## src/rtl/i2s_sample_fifo.sv

```systemverilog
// Sample FIFO feeding the WM8731 serial sender: valid/ready push side, ren-edge pop side.
// Define I2S_FIFO_UNDERRUN_MUTE_EN to output silence on underrun instead of repeating the last word.
module i2s_sample_fifo #(
    parameter int DATA_W     = 24,
    parameter int DEPTH_LOG2 = 4,
    parameter int UCNT_W     = 8
) (
    input  logic                  clk,
    input  logic                  rst,
    input  logic [DATA_W-1:0]     wr_data,
    input  logic                  wr_valid,
    output logic                  wr_ready,
    input  logic                  ren,
    output logic [DATA_W-1:0]     sample_data,
    output logic [DEPTH_LOG2:0]   level,
    output logic                  empty,
    output logic                  full,
    output logic [UCNT_W-1:0]     underrun_cnt,
    input  logic                  underrun_clr
);

    localparam int DEPTH = 2 ** DEPTH_LOG2;

    localparam logic [DEPTH_LOG2:0]   LVL_FULL = (DEPTH_LOG2 + 1)'(DEPTH);
    localparam logic [DEPTH_LOG2:0]   LVL_ONE  = (DEPTH_LOG2 + 1)'(1);
    localparam logic [DEPTH_LOG2-1:0] PTR_ONE  = DEPTH_LOG2'(1);
    localparam logic [UCNT_W-1:0]     UCNT_ONE = UCNT_W'(1);
    localparam logic [UCNT_W-1:0]     UCNT_MAX = '1;

    logic [DATA_W-1:0]     r_mem [DEPTH];
    logic [DEPTH_LOG2-1:0] r_wptr;
    logic [DEPTH_LOG2-1:0] r_rptr;
    logic [DEPTH_LOG2:0]   r_level;
    logic [DATA_W-1:0]     r_sample;
    logic [UCNT_W-1:0]     r_ucnt;
    logic                  r_ren_d;

    logic                  w_empty;
    logic                  w_full;
    logic                  w_push;
    logic                  w_pop_evt;
    logic                  w_pop_ok;
    logic                  w_underrun;
    logic [DEPTH_LOG2:0]   w_level_nxt;

    assign w_empty    = (r_level == '0);
    assign w_full     = (r_level == LVL_FULL);
    assign w_push     = wr_valid && !w_full;
    // The sender holds ren high for many cycles; only its rising edge is a pop request.
    assign w_pop_evt  = ren && !r_ren_d;
    assign w_pop_ok   = w_pop_evt && !w_empty;
    assign w_underrun = w_pop_evt && w_empty;

    // NOTE: every always_comb output gets a default first so no path can infer a latch.
    always_comb begin
        w_level_nxt = r_level;
        case ({w_push, w_pop_ok})
            2'b10:   w_level_nxt = r_level + LVL_ONE;
            2'b01:   w_level_nxt = r_level - LVL_ONE;
            default: w_level_nxt = r_level;
        endcase
    end

    // NOTE: storage has no reset; entries are only read after being written, and a reset would block RAM inference.
    always_ff @(posedge clk) begin
        if (w_push) begin
            r_mem[r_wptr] <= wr_data;
        end
    end

    // NOTE: sequential state uses non-blocking assignments so every register samples pre-edge values.
    always_ff @(posedge clk or negedge rst) begin
        if (!rst) begin
            r_wptr  <= '0;
            r_rptr  <= '0;
            r_level <= '0;
            r_ren_d <= 1'b0;
        end else begin
            r_ren_d <= ren;
            r_level <= w_level_nxt;
            if (w_push) begin
                r_wptr <= r_wptr + PTR_ONE;
            end
            if (w_pop_ok) begin
                r_rptr <= r_rptr + PTR_ONE;
            end
        end
    end

    always_ff @(posedge clk or negedge rst) begin
        if (!rst) begin
            r_sample <= '0;
        end else if (w_pop_ok) begin
            r_sample <= r_mem[r_rptr];
`ifdef I2S_FIFO_UNDERRUN_MUTE_EN
        end else if (w_underrun) begin
            r_sample <= '0;
`endif
        end
    end

    // Clear wins over a coincident underrun; the count sticks at all ones.
    always_ff @(posedge clk or negedge rst) begin
        if (!rst) begin
            r_ucnt <= '0;
        end else if (underrun_clr) begin
            r_ucnt <= '0;
        end else if (w_underrun && (r_ucnt != UCNT_MAX)) begin
            r_ucnt <= r_ucnt + UCNT_ONE;
        end
    end

    assign wr_ready     = !w_full;
    assign sample_data  = r_sample;
    assign level        = r_level;
    assign empty        = w_empty;
    assign full         = w_full;
    assign underrun_cnt = r_ucnt;

    a_level_bound: assert property (@(posedge clk) disable iff (!rst) r_level <= LVL_FULL);
    a_not_both:    assert property (@(posedge clk) disable iff (!rst) !(w_empty && w_full));
    a_ptr_level:   assert property (@(posedge clk) disable iff (!rst)
                       (r_wptr - r_rptr) == r_level[DEPTH_LOG2-1:0]);

endmodule
```

## config.mk

```make
export PLATFORM = sky130hd
export DESIGN_NAME = i2s_sample_fifo
export DESIGN_NICKNAME = d
export VERILOG_FILES = /design/src/rtl/i2s_sample_fifo.sv
export SDC_FILE = /design/constraint.sdc
export NUM_CORES = 1
export LEC_CHECK = 0
export CAP_MARGIN = 0
export CORE_MARGIN = 5
export CORE_UTILIZATION = 54
export CTS_CLUSTER_DIAMETER = 200
export DETAILED_ROUTE_END_ITERATION = 6
export PLACE_DENSITY = 0.84
export SKIP_LAST_GASP = 1
export SLEW_MARGIN = 0
export SYNTH_ARGS = -nofsm -noshare
export SYNTH_HDL_FRONTEND = slang
export SYNTH_SLANG_ARGS = --single-unit
export TNS_END_PERCENT = 100
```

## constraint.sdc

```tcl
create_clock -name clk -period 3.08 [get_ports clk]
set_input_delay 0.616 -clock clk [delete_from_list [all_inputs] [get_ports clk]]
set_output_delay 0.616 -clock clk [all_outputs]
set_load 0.005 [all_outputs]
```

Yosys cells after proc, flatten, opt, wreduce, memory -nomap -nowiden
Memory sizes are Yosys's and may differ from the RTL's. A register that Yosys moved wholly into a read port is not among the register bits.
Cells that the tools add are included.
Operators by class
  add/sub/neg operators: 5
  equal/unequal tests: 4
  multiplexer cells: 5
  reduce and logical (&&, ||, !) cells: 12
Operators by type and width (number)
  $mux W8: 2
  $pmux W5 S2: 1
  $add A4 B1 Y4 const B: 2
  $add A8 B1 Y8 const B: 1
  $ne A8 B8 Y1 const B: 1
  $add A5 B1 Y5 const B: 1
  $eq A5 B5 Y1 const B: 1
  $logic_and A1 B1 Y1: 5
  $logic_not A5 Y1: 1
  $sub A5 B1 Y5 const B: 1
  $logic_not A1 Y1: 4
  $reduce_bool A2 Y1: 2
  $eq A2 B1 Y1 const B: 1
  $eq A2 B2 Y1 const B: 1
  $mux W1: 2
Storage, ports and cells
  register bits: 22
  RAM bits: 384
  bits of input ports: 29
  output and inout port bits: 40
  word-level logic and storage cells: 32
  memories kept: 1
Memory list
  r_mem: words 16, width 24, read ports 1, clocked after memory_dff 1, write ports 1, line 30  | logic [DATA_W-1:0] r_mem [DEPTH];

Depth between registers and ports, before layout
Gate-level depths: netlist of run 1.
  word-level depth: 6
  mapped depth: 12
  mapped depth without buffers: 10

Worst setup path before layout of run 1
Ideal clock, no wire load.
  path type: input to register
  start: input wr_valid
  end: memory r_mem[3][0], enable pin
  library setup time: 0.435 ns
  data arrival time: 2.955 ns
  required time: 2.645 ns
  slack: -0.310 ns
  stages on the path: 3
  buffers on the path: 0
  cells stage by stage: a21boi_1 > nand2_1 > nor3_1
On the way
  cells in the longest elaborated chain, start to end: 3
Ends and longest elaborated chain
  start: declaration: line 11  | input logic wr_valid,
  $logic_and A1 B1 Y1: line 48  | assign w_push = wr_valid && !w_full;
  $mux W1: line 66  | if (w_push) begin
  $mux W1 (implied by the code): line 67  | r_mem[r_wptr] <= wr_data;
  end: declaration: line 30
No other way between the ends.

Worst setup path in the final report of run 1
  start: register r_level[2] (netlist: level[2])
  end: output empty
On the way
  cells in the longest elaborated chain, start to end: 1
Ends and longest elaborated chain
  start: declaration: line 33  | logic [DEPTH_LOG2:0] r_level;
  start signal: assignment: line 80  | r_level <= w_level_nxt;
  $logic_not A5 Y1: line 46  | assign w_empty = (r_level == '0);
  end: declaration: line 16  | output logic empty,
No other way between the ends.

==> out/results.txt, run 1 <==
Status - finished clean
Synth async-reset ratio - 0.1070
Cell Area, Synth - 0.01679 mm²
Fill count - 1965
DIE WIDTH - 186.3 µm
Crit path kind - register to output port
Cell variety after synth - 46
Setup TNS - 0 ps
Pwr/cell area - 864.6 mW/mm²
Post-layout nets - 944
Post-synth net total - 832
Hold_buf cts - 0
Crit-path max FO - 9
Max Slew Vio Count - 0
Largest net degree at the start of global routing - 47
Reg-to-Reg Start - level[2]
Clock latency on the worst-skew pair - 540 ps
Hold_ws - 228.4 ps
WL/cell - 26.99 µm
Gate Count Post-Synth - 793
Vias per cell - 6.218
Static leakage - 6.428 nW
CTS clk-pin slew, worst paths - 70 ps
Critical Path AT - 2210 ps
Clk root buf - clkbuf_16
Starting Density - 0.5474
Area Growth Syn to Fin - 16.31%
Vias in the first global route - 8939
RSZ-0062 raised after global routing - no
Pre-CTS setup slack - 135.4 ps
DP Wirelength - 20.19 mm
Post-route ant nets - 0
Area of the core - 0.03067 mm²
Worst Setup SP - level[2]
Routability cong. - 0.7673
Top FF cell, synth - edfxtp_1
Die H - 186.3 µm
CTS Sinks - 430
WL final - 36.03 mm
Synth Area per Inst - 21.17 µm²
Final hold violation count - 0
Initial antenna violation count - 0
CP Capture Type - output port
Peak supply drop - 0.4618 mV
Worst Path Required - 2460 ps
FF/Latch Area - 0.01269 mm²
Worst-Margin Slew - 744.7 ps
Post-CTS sizing - 0
Post-layout instance area - 0.01953 mm²
Core Rows - 64
Final period utilization - 0.9190
Overflow after GRT - 0
Sequential fraction of the synthesis area - 0.7554
Multi-input combinational cell area - 0.003920 mm²
Hold Path Class - input pin to async pin
First-pass detailed-route iteration total - 7
Die ar. - 0.03472 mm²
N_diodes - 0
Area after DPL - 0.01826 mm²
IO Pins - 69
Setup slack after layout - 249.5 ps
CTS max path bufs - 3
Max Cap Viol - 0
GRT Util Overall - 0.2096
Max frequency - 353.3 MHz
CP startpoint kind - register
Setup bufs post-CTS - 0
Post-synthesis register bit count - 430
Post-synth EDFFs - 384
H-tree depth - 2
Layout Skew - 17.58 ps
Endpoints failing setup - 0
Worst relative slew slack - 0.5035
Yosys warns - 0
DR iter-0 viols - 880
CTS tree - built
Share of layout cells above drive strength 1 - 0.2556
Post-route DRC - 0
Buffers added on ports - 68
Vias - 8301
First-pass GRT wire length - 55.60 mm
Final min period - 2831 ps
Total CTS buffers - 43
metal layers:
layer / GRT usage / routed length, µm / up-vias
met4: 0.06296 / 880 / 0
met2: 0.3463 / 18230 / 391
met3: 0.03812 / 2680 / 66
met1: 0.2906 / 14240 / 4348
li1: - / - / 3496
met5: 0 / 0 / -
kinds of logic (layout without fill, tap and decap cells):
logic type | Yosys count | after routing | share of synthesized area
XOR/XNOR | 10 | 10 | 0.005217
adder cells (fa/ha/maj) | 10 | 10 | 0.007453
AND/OR/NAND/NOR | 92 | 92 | 0.02698
multiplexers | 145 | 145 | 0.1581
flip-flops | 430 | 430 | 0.7554
buffers and inverters | 53 | 199 | 0.01617
AO/OA/AOI/OAI | 53 | 53 | 0.03071
final timing paths:
check	endpoint	slack, ps	depth (start not counted)
max in group asynchronous	r_rptr[2]	2280	2
min in group clk	sample_data[11]	490	2
worst max register to register	level[4]	320	10
worst min register to register	sample_data[11]	490	2
worst min-delay path	sample_data[3]	230	2
worst max-delay path	empty	250	3
area by class of cell:
class	count	area share
Sequential cell	430	0.6499
Multi-Input combinational cell	310	0.2007
Clock buffer	55	0.05850
Timing Repair Buffer	112	0.05728
Tap cell	396	0.02537
Clock inverter	24	0.006536
Inverter	8	0.001666
metrics by stage:
stage               instances  utilization  power [mW]
floorplan                 793            -       10.60
global placement         1256       0.5953       12.07
detailed placement       1256       0.5953       12.25
CTS                      1335       0.6367       17.03
global route             1335       0.6367       17.65
finish                   1335       0.6367       16.88
critical path: stages (launching register included):
cell and delay (ps):
dfrtp_1 470, or4_4 600, nor2_1 110, clkdlybuf4s50_1 500
flip-flops by register name (all words and copies together) (netlist names):
| register | flops |
|---|---|
| underrun_cnt | 8 |
| level | 5 |
| sample_data | 24 |
| r_wptr | 4 |
| r_mem | 384 |
| r_ren_d | 1 |
| r_rptr | 4 |
power breakdown:
group | internal (mW) | total, mW | switching [mW]
registers | 7.12 | 7.79 | 0.664
logic | 2.27 | 4.35 | 2.08
clock network | 2.63 | 4.75 | 2.12
Yosys cell counts (7+ instances only):
| cell type | number | area share |
|---|---|---|
| o221ai_2 | 19 | 0.017 |
| nor3_1 | 7 | 0.0021 |
| dfrtp_1 | 46 | 0.069 |
| a21oi_1 | 10 | 0.0030 |
| mux2i_1 | 48 | 0.029 |
| nand2_1 | 41 | 0.0092 |
| ha_1 | 10 | 0.0075 |
| xnor2_1 | 7 | 0.0037 |
| buf_2 | 14 | 0.0042 |
| mux4_2 | 96 | 0.13 |
| clkbuf_1 | 20 | 0.0045 |
| inv_1 | 7 | 0.0016 |
| nor2_1 | 15 | 0.0034 |
| edfxtp_1 | 384 | 0.69 |
| o21ai_0 | 7 | 0.0021 |
cell usage in the layout (no fill, tap or decap), drive strengths merged, types with 21 or more instances in the layout:
cell type	synthesis	layout
edfxtp	384	384
mux4	96	96
clkdlybuf4s50	0	67
clkbuf	20	55
mux2i	48	48
dfrtp	46	46
buf	25	45
nand2	42	42
o221ai	24	24
clkinv	0	21
Power figures use the tool's default switching activity.
==> run 2: changes to the inputs <==
Settings changed: CORE_ASPECT_RATIO from default to 1.5.
==> run 2 against run 1 <==
  * First-iteration DRC count up 5.1%
  * Global-route usage up 0.53 points
  * Clock power up 7.4%
  * Critical path depth unchanged
  * Sequential power down 2%
  * Cell count up 0.37%
  * Non-clock buffer count up 3
  * Clock skew up 1.7 ps
  * Power up 1.9%
==> out/results.txt, run 2 (synthesis results as in run 1) <==
Final min period - 2794 ps
Vias in the first global route - 8720
CTS Sinks - 430
Vias per cell - 6.246
Crit path kind - register to output port
Final period utilization - 0.9071
Hold_ws - 157.3 ps
Peak supply drop - 0.6295 mV
First-pass GRT wire length - 55.59 mm
Starting Density - 0.5444
Setup slack after layout - 286.2 ps
R2r endpoint - level[4]
Post-route DRC - 0
DP Wirelength - 21.06 mm
Setup bufs post-CTS - 0
Total CTS buffers - 39
Max Slew Vio Count - 0
First-pass detailed-route iteration total - 5
Max FFs per register - 384
CTS max path bufs - 3
Area of the core - 0.03084 mm²
Static leakage - 6.477 nW
Post-route ant nets - 0
Die H - 226.0 µm
Share of layout cells above drive strength 1 - 0.2706
Max frequency - 357.9 MHz
N_diodes - 0
Placed insts - 1268
Worst r2r path cells - 10
Post-layout nets - 943
Reg-to-Reg Start - level[1]
Clk root buf - clkbuf_16
Buffers added on ports - 68
Hold_buf cts - 0
WL/cell - 27.57 µm
H-tree depth - 2
WL final - 36.95 mm
Layout Skew - 19.27 ps
Endpoints failing setup - 0
Final Non-Filler Cells - 1340
Overflow after GRT - 0
Pwr Total - 17.20 mW
Setup TNS - 0 ps
Met2 usage - 0.3720
Routability cong. - 0.7797
IO Pins - 69
Area after DPL - 0.01823 mm²
Worst relative slew slack - 0.4825
CTS clk-pin slew, worst paths - 70 ps
Max Cap Viol - 0
Core Rows - 79
Commonest non-fill, non-tap cell in the layout - edfxtp_1
CP startpoint kind - register
Met3 Use GR - 0.03336
RSZ-0062 raised after global routing - no
Initial antenna violation count - 0
Met1 usage - 0.2831
Pre-CTS setup slack - 195.5 ps
Most flop-heavy register - r_mem
DR iter-0 viols - 925
Final design utilization - 0.6355
DIE WIDTH - 154.0 µm
R2R setup slack - 430 ps
Worst Path Required - 2460 ps
CTS tree - built
GRT Util Overall - 0.2150
Most frequent cells in the layout - edfxtp_1, mux4_2, clkdlybuf4s50_1, mux2i_1, dfrtp_1
Crit-path max FO - 10
Post-CTS sizing - 0
Die ar. - 0.03479 mm²
Clock latency on the worst-skew pair - 550 ps
Pwr/cell area - 877.6 mW/mm²
Final hold violation count - 0
GRT busiest layer - met2
Post-layout instance area - 0.01960 mm²
Vias - 8370
Worst-Margin Slew - 776.2 ps
Status - finished clean
Area Growth Syn to Fin - 16.74%
Largest net degree at the start of global routing - 50
Critical Path AT - 2180 ps
Hold Path Class - input pin to async pin
CP Capture Type - output port
run 2: cell types whose count changed in the layout (fill, tap and decap cells not counted), moves of 3 or more:
cell,before,now
buf_12,9,5
buf_4,35,42
bufinv_16,0,6
clkbuf_1,11,6
clkbuf_16,44,40
clkbuf_8,0,3
clkinv_1,14,2
run 2: worst max path at each step:
stage	end	cells after the start	slack, ps	from
6_report	empty	3	290	level[1]
5_1_grt	empty	3	200	level[1]
4_1_cts	empty	3	250	level[1]
3_5_place_dp	level[4]	11	200	ren
3_3_place_gp	level[4]	11	270	ren
2_1_floorplan	level[4]	12	240	level[2]
run 2: critical path: stages (launching register included):
cell and delay, ps:
dfrtp_1 480, or4_4 560, nor2_1 100, clkdlybuf4s50_1 500
run 2: power by group:
| group | switching (mW) | internal [mW] |
|---|---|---|
| registers | 0.516 | 7.12 |
| clock network | 2.11 | 3.00 |
| logic | 2.23 | 2.23 |
run 2: area by class of cell:
class	instances	area, µm²
Inverter	8	32.53
Clock buffer	49	1065
Fill cell	2008	11240
Timing Repair Buffer	115	1091
Tap cell	405	506.7
Multi-Input combinational cell	310	3910
Sequential cell	430	12690
Clock inverter	23	302.8
run 2: routing by layer:
layer	vias to the layer above	wire length [µm]
met5	-	0
met4	0	884
met3	66	2522
met2	423	19800
met1	4384	13740
li1	3497	-
